[config.mk]
export PLATFORM = sky130hd
export DESIGN_NAME = multicycle_ctrl
export DESIGN_NICKNAME = d
export VERILOG_FILES = /design/src/rtl/multicycle_ctrl_pkg.sv /design/src/rtl/mc_alu_decode.sv /design/src/rtl/multicycle_ctrl.sv
export SDC_FILE = /design/constraint.sdc
export NUM_CORES = 1
export LEC_CHECK = 0
export ABC_AREA = 1
export BUFFER_PORTS_ARGS = -buffer_cell sky130_fd_sc_hd__buf_2
export CAP_MARGIN = 15
export CORE_MARGIN = 1.5
export CORE_UTILIZATION = 39
export DETAILED_ROUTE_END_ITERATION = 16
export PLACE_DENSITY = 0.78
export SLEW_MARGIN = 30
export SYNTH_ARGS = -nofsm -noshare
export SYNTH_HDL_FRONTEND = slang
export SYNTH_SLANG_ARGS = --single-unit
[constraint.sdc]
create_clock -name clk -period 1.5 [get_ports clk]
set_clock_uncertainty 0.15 [all_clocks]
set_input_delay 0 -clock clk [delete_from_list [all_inputs] [get_ports clk]]
set_output_delay 0 -clock clk [all_outputs]
set_load 0.05 [all_outputs]
[src/rtl/multicycle_ctrl_pkg.sv]
// Shared encodings for the multi-cycle MIPS control unit.
// MC_CTRL_JAL_EN adds jal (opcode 03) and the JALWB state.
package multicycle_ctrl_pkg;

    localparam logic [5:0] INSTR_RTYPE_OP = 6'h00;
    localparam logic [5:0] INSTR_J_OP     = 6'h02;
    localparam logic [5:0] INSTR_JAL_OP   = 6'h03;
    localparam logic [5:0] INSTR_BEQ_OP   = 6'h04;
    localparam logic [5:0] INSTR_ORI_OP   = 6'h0d;
    localparam logic [5:0] INSTR_LUI_OP   = 6'h0f;
    localparam logic [5:0] INSTR_LW_OP    = 6'h23;
    localparam logic [5:0] INSTR_SW_OP    = 6'h2b;

    localparam logic [5:0] INSTR_ADD_FUNCT  = 6'h20;
    localparam logic [5:0] INSTR_ADDU_FUNCT = 6'h21;
    localparam logic [5:0] INSTR_SUB_FUNCT  = 6'h22;
    localparam logic [5:0] INSTR_SUBU_FUNCT = 6'h23;
    localparam logic [5:0] INSTR_AND_FUNCT  = 6'h24;
    localparam logic [5:0] INSTR_OR_FUNCT   = 6'h25;
    localparam logic [5:0] INSTR_SLT_FUNCT  = 6'h2a;

    localparam logic [4:0] ALUOp_ADDU = 5'd0;
    localparam logic [4:0] ALUOp_ADD  = 5'd1;
    localparam logic [4:0] ALUOp_SUBU = 5'd2;
    localparam logic [4:0] ALUOp_SUB  = 5'd3;
    localparam logic [4:0] ALUOp_AND  = 5'd4;
    localparam logic [4:0] ALUOp_OR   = 5'd5;
    localparam logic [4:0] ALUOp_SLT  = 5'd6;

    localparam logic [1:0] EXT_ZERO    = 2'd0;
    localparam logic [1:0] EXT_SIGNED  = 2'd1;
    localparam logic [1:0] EXT_HIGHPOS = 2'd2;

    localparam logic [1:0] PC_SRC_ALU    = 2'd0;
    localparam logic [1:0] PC_SRC_ALUOUT = 2'd1;
    localparam logic [1:0] PC_SRC_JUMP   = 2'd2;

    localparam logic [1:0] REG_DST_RD = 2'd0;
    localparam logic [1:0] REG_DST_RT = 2'd1;
    localparam logic [1:0] REG_DST_RA = 2'd2;

    localparam logic [1:0] ALU_B_RT      = 2'd0;
    localparam logic [1:0] ALU_B_FOUR    = 2'd1;
    localparam logic [1:0] ALU_B_IMM     = 2'd2;
    localparam logic [1:0] ALU_B_IMM_SH2 = 2'd3;

`ifdef MC_CTRL_JAL_EN
    typedef enum logic [2:0] {
        MC_S_FETCH  = 3'd0,
        MC_S_DECODE = 3'd1,
        MC_S_EXEC   = 3'd2,
        MC_S_MEM    = 3'd3,
        MC_S_WB     = 3'd4,
        MC_S_JALWB  = 3'd5
    } mc_state_e;
`else
    typedef enum logic [2:0] {
        MC_S_FETCH  = 3'd0,
        MC_S_DECODE = 3'd1,
        MC_S_EXEC   = 3'd2,
        MC_S_MEM    = 3'd3,
        MC_S_WB     = 3'd4
    } mc_state_e;
`endif

    function automatic logic legal_op(input logic [5:0] op);
        case (op)
            INSTR_RTYPE_OP, INSTR_J_OP, INSTR_BEQ_OP, INSTR_ORI_OP,
            INSTR_LUI_OP, INSTR_LW_OP, INSTR_SW_OP: return 1'b1;
`ifdef MC_CTRL_JAL_EN
            INSTR_JAL_OP: return 1'b1;
`endif
            default: return 1'b0;
        endcase
    endfunction

endpackage

[src/rtl/mc_alu_decode.sv]
// R-type funct to ALU operation decode; funct_valid flags supported functs.
module mc_alu_decode
    import multicycle_ctrl_pkg::*;
#(
    parameter int unsigned ALUOP_W = 5
) (
    input  logic [5:0]         funct,
    output logic [ALUOP_W-1:0] alu_ctrl,
    output logic               funct_valid
);

    always_comb begin
        alu_ctrl    = ALUOP_W'(ALUOp_ADDU);
        funct_valid = 1'b1;
        case (funct)
            INSTR_ADDU_FUNCT: alu_ctrl = ALUOP_W'(ALUOp_ADDU);
            INSTR_ADD_FUNCT:  alu_ctrl = ALUOP_W'(ALUOp_ADD);
            INSTR_SUBU_FUNCT: alu_ctrl = ALUOP_W'(ALUOp_SUBU);
            INSTR_SUB_FUNCT:  alu_ctrl = ALUOP_W'(ALUOp_SUB);
            INSTR_AND_FUNCT:  alu_ctrl = ALUOP_W'(ALUOp_AND);
            INSTR_OR_FUNCT:   alu_ctrl = ALUOP_W'(ALUOp_OR);
            INSTR_SLT_FUNCT:  alu_ctrl = ALUOP_W'(ALUOp_SLT);
            default:          funct_valid = 1'b0;
        endcase
    end

endmodule

[src/rtl/multicycle_ctrl.sv]
// Multi-cycle MIPS control FSM: fetch/decode/exec/mem/wb over a shared ALU and memory port.
// MC_CTRL_JAL_EN enables jal via an extra JALWB state.
module multicycle_ctrl
    import multicycle_ctrl_pkg::*;
#(
    parameter int unsigned ALUOP_W = 5,
    parameter int unsigned EXTOP_W = 2
) (
    input  logic               clk,
    input  logic               rst_n,
    input  logic [5:0]         opcode,
    input  logic [5:0]         funct,
    input  logic               zero,
    input  logic               mem_ready,
    output logic               mem_req,
    output logic               mem_we,
    output logic               iord,
    output logic               ir_we,
    output logic               pc_we,
    output logic [1:0]         pc_src,
    output logic               reg_we,
    output logic [1:0]         reg_dst,
    output logic               mem2reg,
    output logic               alu_src_a,
    output logic [1:0]         alu_src_b,
    output logic [EXTOP_W-1:0] ext_op,
    output logic [ALUOP_W-1:0] alu_ctrl,
    output logic               illegal,
    output logic               instr_done
);

    mc_state_e state_q, state_d;

    logic [ALUOP_W-1:0] funct_alu;
    logic               funct_valid;
    logic               op_legal;

    mc_alu_decode #(
        .ALUOP_W(ALUOP_W)
    ) u_alu_decode (
        .funct      (funct),
        .alu_ctrl   (funct_alu),
        .funct_valid(funct_valid)
    );

    assign op_legal = legal_op(opcode) && ((opcode != INSTR_RTYPE_OP) || funct_valid);

    always_ff @(posedge clk or negedge rst_n) begin
        if (!rst_n) begin
            state_q <= MC_S_FETCH;
        end else begin
            state_q <= state_d;
        end
    end

    // Moore decode; only pc_we/ir_we/instr_done (and the branch) look at mem_ready/zero.
    always_comb begin
        state_d    = state_q;
        mem_req    = 1'b0;
        mem_we     = 1'b0;
        iord       = 1'b0;
        ir_we      = 1'b0;
        pc_we      = 1'b0;
        pc_src     = PC_SRC_ALU;
        reg_we     = 1'b0;
        reg_dst    = REG_DST_RD;
        mem2reg    = 1'b0;
        alu_src_a  = 1'b0;
        alu_src_b  = ALU_B_RT;
        ext_op     = EXTOP_W'(EXT_ZERO);
        alu_ctrl   = ALUOP_W'(ALUOp_ADDU);
        illegal    = 1'b0;
        instr_done = 1'b0;

        case (state_q)
            MC_S_FETCH: begin
                mem_req   = 1'b1;
                alu_src_b = ALU_B_FOUR;
                if (mem_ready) begin
                    ir_we   = 1'b1;
                    pc_we   = 1'b1;
                    state_d = MC_S_DECODE;
                end
            end
            MC_S_DECODE: begin
                alu_src_b = ALU_B_IMM_SH2;
                ext_op    = EXTOP_W'(EXT_SIGNED);
                alu_ctrl  = ALUOP_W'(ALUOp_ADD);
                if (!op_legal) begin
                    illegal    = 1'b1;
                    instr_done = 1'b1;
                    state_d    = MC_S_FETCH;
                end else if (opcode == INSTR_J_OP) begin
                    pc_we      = 1'b1;
                    pc_src     = PC_SRC_JUMP;
                    instr_done = 1'b1;
                    state_d    = MC_S_FETCH;
`ifdef MC_CTRL_JAL_EN
                end else if (opcode == INSTR_JAL_OP) begin
                    // PC is already incremented, so ALUOut captures the return address.
                    alu_src_b = ALU_B_FOUR;
                    ext_op    = EXTOP_W'(EXT_ZERO);
                    alu_ctrl  = ALUOP_W'(ALUOp_ADDU);
                    pc_we     = 1'b1;
                    pc_src    = PC_SRC_JUMP;
                    state_d   = MC_S_JALWB;
`endif
                end else begin
                    state_d = MC_S_EXEC;
                end
            end
            MC_S_EXEC: begin
                // Operand A is rs for every EXEC operation (lui relies on rs being $0).
                alu_src_a = 1'b1;
                state_d   = MC_S_WB;
                case (opcode)
                    INSTR_RTYPE_OP: begin
                        alu_src_b = ALU_B_RT;
                        alu_ctrl  = funct_alu;
                    end
                    INSTR_ORI_OP: begin
                        alu_src_b = ALU_B_IMM;
                        ext_op    = EXTOP_W'(EXT_ZERO);
                        alu_ctrl  = ALUOP_W'(ALUOp_OR);
                    end
                    INSTR_LUI_OP: begin
                        alu_src_b = ALU_B_IMM;
                        ext_op    = EXTOP_W'(EXT_HIGHPOS);
                        alu_ctrl  = ALUOP_W'(ALUOp_OR);
                    end
                    INSTR_LW_OP, INSTR_SW_OP: begin
                        alu_src_b = ALU_B_IMM;
                        ext_op    = EXTOP_W'(EXT_SIGNED);
                        alu_ctrl  = ALUOP_W'(ALUOp_ADD);
                        state_d   = MC_S_MEM;
                    end
                    INSTR_BEQ_OP: begin
                        alu_src_b  = ALU_B_RT;
                        alu_ctrl   = ALUOP_W'(ALUOp_SUB);
                        pc_src     = PC_SRC_ALUOUT;
                        pc_we      = zero;
                        instr_done = 1'b1;
                        state_d    = MC_S_FETCH;
                    end
                    default: state_d = MC_S_FETCH;
                endcase
            end
            MC_S_MEM: begin
                mem_req = 1'b1;
                iord    = 1'b1;
                mem_we  = (opcode == INSTR_SW_OP);
                if (mem_ready) begin
                    if (opcode == INSTR_SW_OP) begin
                        instr_done = 1'b1;
                        state_d    = MC_S_FETCH;
                    end else begin
                        state_d = MC_S_WB;
                    end
                end
            end
            MC_S_WB: begin
                reg_we     = 1'b1;
                instr_done = 1'b1;
                state_d    = MC_S_FETCH;
                if (opcode == INSTR_LW_OP) begin
                    mem2reg = 1'b1;
                    reg_dst = REG_DST_RT;
                end else if (opcode != INSTR_RTYPE_OP) begin
                    reg_dst = REG_DST_RT;
                end
            end
`ifdef MC_CTRL_JAL_EN
            MC_S_JALWB: begin
                reg_we     = 1'b1;
                reg_dst    = REG_DST_RA;
                instr_done = 1'b1;
                state_d    = MC_S_FETCH;
            end
`endif
            default: state_d = MC_S_FETCH;
        endcase
    end

endmodule

# Word-level counts from Yosys, hierarchy flattened
# Index checks and enable logic that the tools add are counted.
[op_classes]
n_mux = 43
n_eq_ne = 19
n_reduce_logical = 13
[ops]
columns = ["op", "count"]
rows = [
  ["6-bit == test, second input constant", 9],
  ["1-bit 2-to-1 mux", 24],
  ["5-bit one-hot mux with 4 select lines", 1],
  ["3-bit one-hot mux with 6 select lines", 1],
  ["7-bit OR reduction", 2],
  ["6-bit by 4-bit == test with 1-bit output, second input constant", 2],
  ["2-bit one-hot mux with 2 select lines", 3],
  ["3-bit one-hot mux with 4 select lines", 1],
  ["2-bit 2-to-1 mux", 5],
  ["5-bit one-hot mux with 2 select lines", 1],
  ["3-bit 2-to-1 mux", 3],
  ["3-bit by 2-bit == test with 1-bit output, second input constant", 2],
  ["6-bit by 2-bit == test with 1-bit output, second input constant", 1],
  ["6-bit by 3-bit == test with 1-bit output, second input constant", 1],
  ["6-bit logical NOT", 1],
  ["2-bit one-hot mux with 3 select lines", 1],
  ["3-bit one-hot mux with 2 select lines", 1],
  ["6-bit nonzero test", 1],
  ["2-bit OR reduction", 3],
  ["2-bit inequality test, second input constant", 2],
  ["1-bit one-hot mux with 4 select lines", 1],
  ["4-bit OR reduction", 1],
  ["3-bit by 1-bit == test with 1-bit output, second input constant", 1],
  ["3-bit == test, second input constant", 1],
  ["6 further kinds", 6],
]
[word_totals]
in_bits = 16
output_inout_bits = 23
register_bits = 3
elab_cells = 76

# Logic depth before layout (Yosys ltp)
# Gate-level depths: netlist of the first run.
[depth]
depth_word = 7
depth_mapped = 10
depth_no_buf = 10

# Cells and area by module
# A second synthesis of the first run with hierarchy kept.
[hier_totals]
hier_cells = 119
hier_area_um2 = 654.4
[modules_own_cells]
columns = ["mod", "area_each_um2", "n_inst", "cells_each", "seq_area_each_um2"]
rows = [
  ["multicycle_ctrl", 516.7, 1, 90, 75.1],
  ["mc_alu_decode", 137.6, 1, 29, 0.0],
]

# Worst setup path after synthesis of the first run
# No wires, ideal clock.
[synth_path]
path_kind = "register to output"
start = "register state_q[2]"
end = "output port instr_done"
n_path_buf = 0
path_slack_ps = -558
stages_incl_launch_ff = 8
required_ps = 1350
t_arrival_ps = 1908
cell_sequence = "dfrtp_1 inv_1 nand3_1 nor2_1 nand2_1 nand3_1 nor2_1 nand2_1"
[synth_between]
elab_chain_cells = 2
elab_cells_between_ends = 5
classes_between = "4 x eq/ne; 1 x mux"
[synth_rtl]
columns = ["element", "line_no", "text"]
rows = [
  ["start: declaration", "multicycle_ctrl.sv:32", "mc_state_e state_q, state_d;"],
  ["start signal: assignment", "multicycle_ctrl.sv:52", "state_q <= state_d;"],
  ["3-bit == test, or another cell as far along", "multicycle_ctrl.sv:75", "case (state_q)"],
  ["1-bit one-hot mux with 4 select lines (*)", "multicycle_ctrl.sv:75", ""],
  ["end: declaration", "multicycle_ctrl.sv:29", "output logic instr_done"],
]
# Every way passes the cells marked *; elsewhere a longest branch is shown, timed or not.

# Final worst setup path of the first run
[layout_path]
start = "register state_q[0]"
end = "output port pc_we"
[layout_between]
elab_chain_cells = 2
elab_cells_between_ends = 4
classes_between = "2 x eq/ne; 1 x mux; 1 x reduce/logical"
[layout_rtl]
columns = ["element", "line_no", "text"]
rows = [
  ["3-bit by 2-bit == test with 1-bit output, or another cell as far along", "multicycle_ctrl.sv:75", ""],
  ["1-bit one-hot mux with 3 select lines (*)", "multicycle_ctrl.sv:75", ""],
  ["end: declaration", "multicycle_ctrl.sv:19", "output logic pc_we,"],
]
# Marked as above.

==> flow_summary.json, run 1 <==
{
  "outcome": "finished with violations",
  "violations": "setup timing",
  "endpoint": "pc_we",
  "worst-path-max-fanout": 4,
  "end_kind": "output port",
  "rows": 13,
  "fin_crit_ps": 1603,
  "synth_top_family_by_area": "simple AND/OR/NAND/NOR gates",
  "max_freq_mhz": 624.0,
  "ys.warnings.count": 0,
  "grt_start_max_net_pins": 8,
  "hold_violations": 0,
  "viasPerCell": 5.012,
  "grt_pass1_wl_um": 2525,
  "largest_register_ffs": 3,
  "synth.distinct_cells": 16,
  "slew_violations": 0,
  "final_cell_mix": "nand2_1, buf_2, inv_1, nor2_1, buf_4",
  "p_leak_nw": 0.5735,
  "netlist_area_um2": 531.8,
  "yosysSeqAreaShare_pct": 14.12,
  "final-seq-area_um2": 76.32,
  "crit_path_start_kind": "flip-flop",
  "reg2reg_to": "state_q[0]$_DFFE_PN0P_",
  "ir_drop_mv": 1.023,
  "muxShareOfSynthArea_pct": 0,
  "setup_viol": 8,
  "fin_cells": 171,
  "synth_top_area_share_pct": 21.18,
  "globalplace.congestion": 0.8557,
  "dieHeight_um": 39.93,
  "io_buffers": 35,
  "drive_gt1_share_pct": 44.23,
  "cap_violations": 0,
  "finalWirelength_um": 1841,
  "antenna_found_initial": 0,
  "dp.cells": 159,
  "clkLatencyLatePin_ps": 240,
  "reg2reg_depth": 5,
  "synthSimpleGateAreaFrac_pct": 54.59,
  "pin_count": 39,
  "synthAdderAreaFrac_pct": 0,
  "track_usage_pct": 24.19,
  "avgRoutedWirePerCell_um": 10.77,
  "p_per_area_nw_per_um2": 1385,
  "multi_input_area_um2": 449.2,
  "die_area_um2": 1594,
  "synth_compound_area_share_pct": 10.82,
  "cts-root-buf": "clkbuf_4",
  "finalCoreUtilization_pct": 76.63,
  "start_util_pct": 41.38,
  "ys_top_cells_by_area": "nand2_1, inv_1, nor2_1",
  "core_um2": 1285,
  "setup-tns-final_ps": -388.9,
  "die_w_um": 39.93,
  "vias": 857,
  "hold_class": "input port to flip-flop",
  "insertedDiodeCount": 0,
  "startpoint": "state_q[0]$_DFFE_PN0P_",
  "critPathKind": "flip-flop to output port",
  "fillers": 106,
  "grt_overflow": 0,
  "grt_pass1_vias": 639,
  "drcViolationCount": 0,
  "required_ps": 1350,
  "cts_tree": "yes",
  "clkTransAtPathRegs_ps": 40,
  "clockBufferDepth": 2,
  "finalWorstSetupSlack_ps": -102.6,
  "reg_top3": "state_q (3)",
  "cts.sink_count": 3,
  "post-dp-hpwl_um": 1319,
  "final_common_cell": "nand2_1",
  "final_nets": 173,
  "largest_register": "state_q",
  "grt_setup_unrepaired": "true",
  "fin_crit_sh_pct": 106.8,
  "drt_iter0_markers": 30,
  "reg2reg_from": "state_q[2]$_DFFE_PN0P_",
  "crit_arrival_ps": 1450,
  "timing.reg2reg.setup_slack_ps": 120,
  "syn_avg_cell_area_um2": 4.924,
  "synth_top_area_cell": "nand2_1",
  "drtPass1Iterations": 6,
  "numCtsBuffers": 3,
  "syn2layout_area_growth_pct": 85.18,
  "ant_nets": 0,
  "synthCells": 108,
  "synth_xor_area_share_pct": 0,
  "ys_ff_latch": 3,
  "cts_htree_levels": 1
}
through the flow:
step / hold slack (ps) / total power (W) / cell area [um^2] / worst slack, ps
5_1_grt: 144.3 / 0.001433 / 984.7 / -170.0
2_1_floorplan: -445.6 / 0.0008114 / 579.3 / -314.3
3_3_place_gp: -355.1 / 0.0009875 / 765.7 / 73.58
6_report: 89.81 / 0.001363 / 984.7 / -102.6
4_1_cts: 87.39 / 0.001272 / 927.1 / -89.64
3_5_place_dp: -354.0 / 0.0009998 / 765.7 / -1.068
worst min-delay path by stage:
stage	from	to	slack, ps	depth (start not counted)
2_1_floorplan	rst_n	state_q[0]$_DFFE_PN0P_	-450	0
3_3_place_gp	rst_n	state_q[0]$_DFFE_PN0P_	-360	1
3_5_place_dp	rst_n	state_q[0]$_DFFE_PN0P_	-350	1
4_1_cts	opcode[0]	state_q[1]$_DFFE_PN0P_	90	5
5_1_grt	opcode[0]	state_q[1]$_DFFE_PN0P_	140	5
6_report	opcode[0]	state_q[1]$_DFFE_PN0P_	90	5
cells in the mapped netlist:
cell      number
nor2_1        21
a31oi_1        1
nand3_1        9
o211ai_1       1
o21ai_0        1
and3_2         1
conb_1         1
a21oi_1        6
buf_4          3
a211o_1        1
nand2_1       30
nor3_1         3
nor2_2         2
nand4_1        3
dfrtp_1        3
inv_1         22
timing repair:
item                                   in CTS  in global routing
buffers inserted                            3                  2
resized for setup                          30                 14
cloned                                      0                  0
hold buffers                                3                  0
setup endpoints to repair                  16                 19
pin swaps                                   9                  1
endpoints found under the hold margin       6                  0
routing by layer:
layer	up-vias	track usage, %	wire [um]
li1	431	-	-
met1	380	28.67	730
met2	40	38.31	945
met3	6	5.682	113
met4	0	15.52	51
met5	-	0	0
power breakdown:
group          switching, W  leakage [nW]  internal, W
combinational      0.000750         0.520     0.000329
sequential        0.0000317        0.0387     0.000102
clock             0.0000503        0.0150     0.000100
kinds of logic (layout without fill, tap and decap cells):
kind of cell / count (synthesis) / after routing
AND/OR/NAND/NOR: 69 / 69
buffers and inverters: 25 / 71
AO/OA/AOI/OAI: 10 / 10
flip-flops: 3 / 3
other: 1 / 3
critical path, stage by stage, from the launching register on:
cell and delay, ps:
dfrtp_2 440, nor2_2 160, nand2_1 160, nor2_2 160
a211o_1 130, buf_6 150
area by class of cell:
cell class,count,area share (%)
clock buffer,4,2.668
inverter,22,8.640
multi-input combinational,82,45.62
sequential,3,7.751
tap,15,1.906
timing repair buffer,45,33.42
(Power assumes the default switching activity.)
==> run 2, diff against run 1 <==
--- a/config.mk
+++ b/config.mk
@@ -8,10 +8,12 @@
 export ABC_AREA = 1
 export BUFFER_PORTS_ARGS = -buffer_cell sky130_fd_sc_hd__buf_2
 export CAP_MARGIN = 15
+export CELL_PAD_IN_SITES_DETAIL_PLACEMENT = 2
+export CELL_PAD_IN_SITES_GLOBAL_PLACEMENT = 2
 export CORE_MARGIN = 1.5
-export CORE_UTILIZATION = 39
+export CORE_UTILIZATION = 16
 export DETAILED_ROUTE_END_ITERATION = 16
-export PLACE_DENSITY = 0.78
+export PLACE_DENSITY_LB_ADDON = 0.1
 export SLEW_MARGIN = 30
 export SYNTH_ARGS = -nofsm -noshare
 export SYNTH_HDL_FRONTEND = slang
==> run 2 against run 1 <==
  * The flow still finishes with violations (setup timing)
  * First-iteration DRC count shrank 50%
  * Worst setup slack lost 77 ps
  * Sequential power is essentially flat
  * Critical path type unchanged
  * Critical endpoint unchanged
==> flow_summary.json, run 2 (synthesis results as in run 1) <==
{
  "p_leak_nw": 0.6674,
  "finalPower_w": 0.001686,
  "final_cell_mix": "nand2_1, buf_4, buf_2, inv_1, nor2_1",
  "die_area_um2": 3678,
  "worst_path_largest_cell_delay_ps": 440,
  "outcome": "finished with violations",
  "routed.top_layer": "met4",
  "p_per_area_nw_per_um2": 1355,
  "final_nets": 189,
  "path_common_cell": "buf_6",
  "fin_crit_sh_pct": 112.0,
  "required_ps": 1350,
  "ir_drop_mv": 0.4677,
  "final_common_cell": "nand2_1",
  "slowest_stage": "dfrtp_2",
  "crit_arrival_ps": 1530,
  "start_util_pct": 17.14,
  "post-dp-hpwl_um": 1919,
  "vias": 933,
  "grt_setup_unrepaired": "true",
  "violations": "setup timing",
  "cap_violations": 0,
  "drt_iter0_markers": 15,
  "grt_overflow": 0,
  "avgRoutedWirePerCell_um": 14.30,
  "largest_register_ffs": 3,
  "largest_register": "state_q",
  "max_freq_mhz": 595.5,
  "dieHeight_um": 60.65,
  "reg2reg_depth": 9,
  "clockBufferDepth": 2,
  "end_kind": "output port",
  "whs_path_depth": 5,
  "timing.reg2reg.setup_slack_ps": -130,
  "fillers": 395,
  "track_usage_pct": 14.34,
  "met2_length_um": 1589,
  "cts_htree_levels": 1,
  "globalplace.congestion": 0.7557,
  "worstPathCellList": "buf_6, nand3_4, buf_6, nor2_4, a211o_1, buf_6",
  "drtPass1Iterations": 3,
  "worst-path-max-fanout": 6,
  "finalWorstSetupSlack_ps": -179.3,
  "drive_gt1_share_pct": 53.49,
  "io_buffers": 35,
  "grt_pass1_wl_um": 4119,
  "hold_class": "input port to flip-flop",
  "cts.sink_count": 3,
  "finalWirelength_um": 3088,
  "pin_count": 39,
  "wl_met3_um": 82,
  "fin_crit_ps": 1679,
  "grt_start_max_net_pins": 8,
  "syn2layout_area_growth_pct": 133.9,
  "numCtsBuffers": 3,
  "viasPerCell": 4.319,
  "holdWs_ps": 137.0,
  "slew_violations": 0,
  "met1_length_um": 1354,
  "insertedDiodeCount": 0,
  "ant_nets": 0,
  "place_area_um2": 847.1,
  "final_cell_area_um2": 1244,
  "clkTransAtPathRegs_ps": 50,
  "clkLatencyLatePin_ps": 260,
  "crit_path_start_kind": "flip-flop",
  "core_um2": 3103,
  "setup_viol": 16,
  "reg_top3": "state_q (3)",
  "grt_pass1_vias": 935,
  "hold_violations": 0,
  "cts-root-buf": "clkbuf_4",
  "antenna_found_initial": 0,
  "critPathKind": "flip-flop to output port",
  "cts_tree": "yes",
  "die_w_um": 60.65,
  "rows": 20,
  "drcViolationCount": 0
}
## run 2: cell types whose count changed in the layout (fill, tap and decap cells not counted), moves of 3 or more
cell | previous run | this run
buf_4 | 12 | 23
buf_8 | 0 | 6
inv_1 | 18 | 15
inv_2 | 3 | 6
buf_2 | 20 | 17
## run 2: power breakdown
group | internal [W] | leakage, nW | total, W | switching [W]
Sequential | 0.000103 | 0.0371 | 0.000136 | 0.0000338
Clock | 0.000102 | 0.0150 | 0.000174 | 0.0000722
Combinational | 0.000513 | 0.615 | 0.00138 | 0.000862
## run 2: through the flow
step	std cells	TNS, ps	utilization (%)	setup slack, ps
global route	216	-2783	40.08	-240.3
finish	216	-1526	40.08	-179.3
detailed placement	194	0	27.30	48.05
global placement	194	0	27.30	64.23
CTS	206	-660.4	33.63	-109.4
floorplan	110	-865.1	-	-314.3
## run 2: path summary, 6_finish.rpt
kind	startpoint	end
setup / recovery	state_q[0]$_DFFE_PN0P_	pc_we
hold / removal	opcode[0]	state_q[1]$_DFFE_PN0P_
setup reg to reg	state_q[1]$_DFFE_PN0P_	state_q[0]$_DFFE_PN0P_
hold reg to reg	state_q[1]$_DFFE_PN0P_	state_q[0]$_DFFE_PN0P_
max in group asynchronous	rst_n	state_q[0]$_DFFE_PN0P_
min in group asynchronous	rst_n	state_q[2]$_DFFE_PN0P_
## run 2: per-layer routing
metal  vias up  track usage (%)
li1        455                -
met1       446            20.20
met2        26            25.35
met3         6                0
met4         0            1.863
met5         -                0
## run 2: area by class of cell
type                            instances  area [um^2]  share of cell area, %
Inverter                               22        85.08                  6.841
Tap cell                               44        55.05                  4.427
Timing Repair Buffer                   61        509.2                  40.95
Multi-Input combinational cell         82        490.5                  39.44
Sequential cell                         3        77.57                  6.237
Clock buffer                            4        26.28                  2.113
## run 2: worst max-delay path, delay by kind of cell (launching register included)
| kind | cells | cell delay (ps) |
|---|---|---|
| DFF | 1 | 440 |
| buffers and inverters | 3 | 430 |
| AOI/OAI and AO/OA | 1 | 290 |
| and+or+nand+nor | 2 | 120 |
## run 2: what timing repair did
item                                   4_1_cts  5_1_grt
endpoints found under the hold margin        5        0
setup endpoints to repair                   19       21
hold buffers                                 3        0
pin swaps                                    6        9
gates cloned                                 0        0
setup buffers                                5       11
gates resized for setup                     37       38
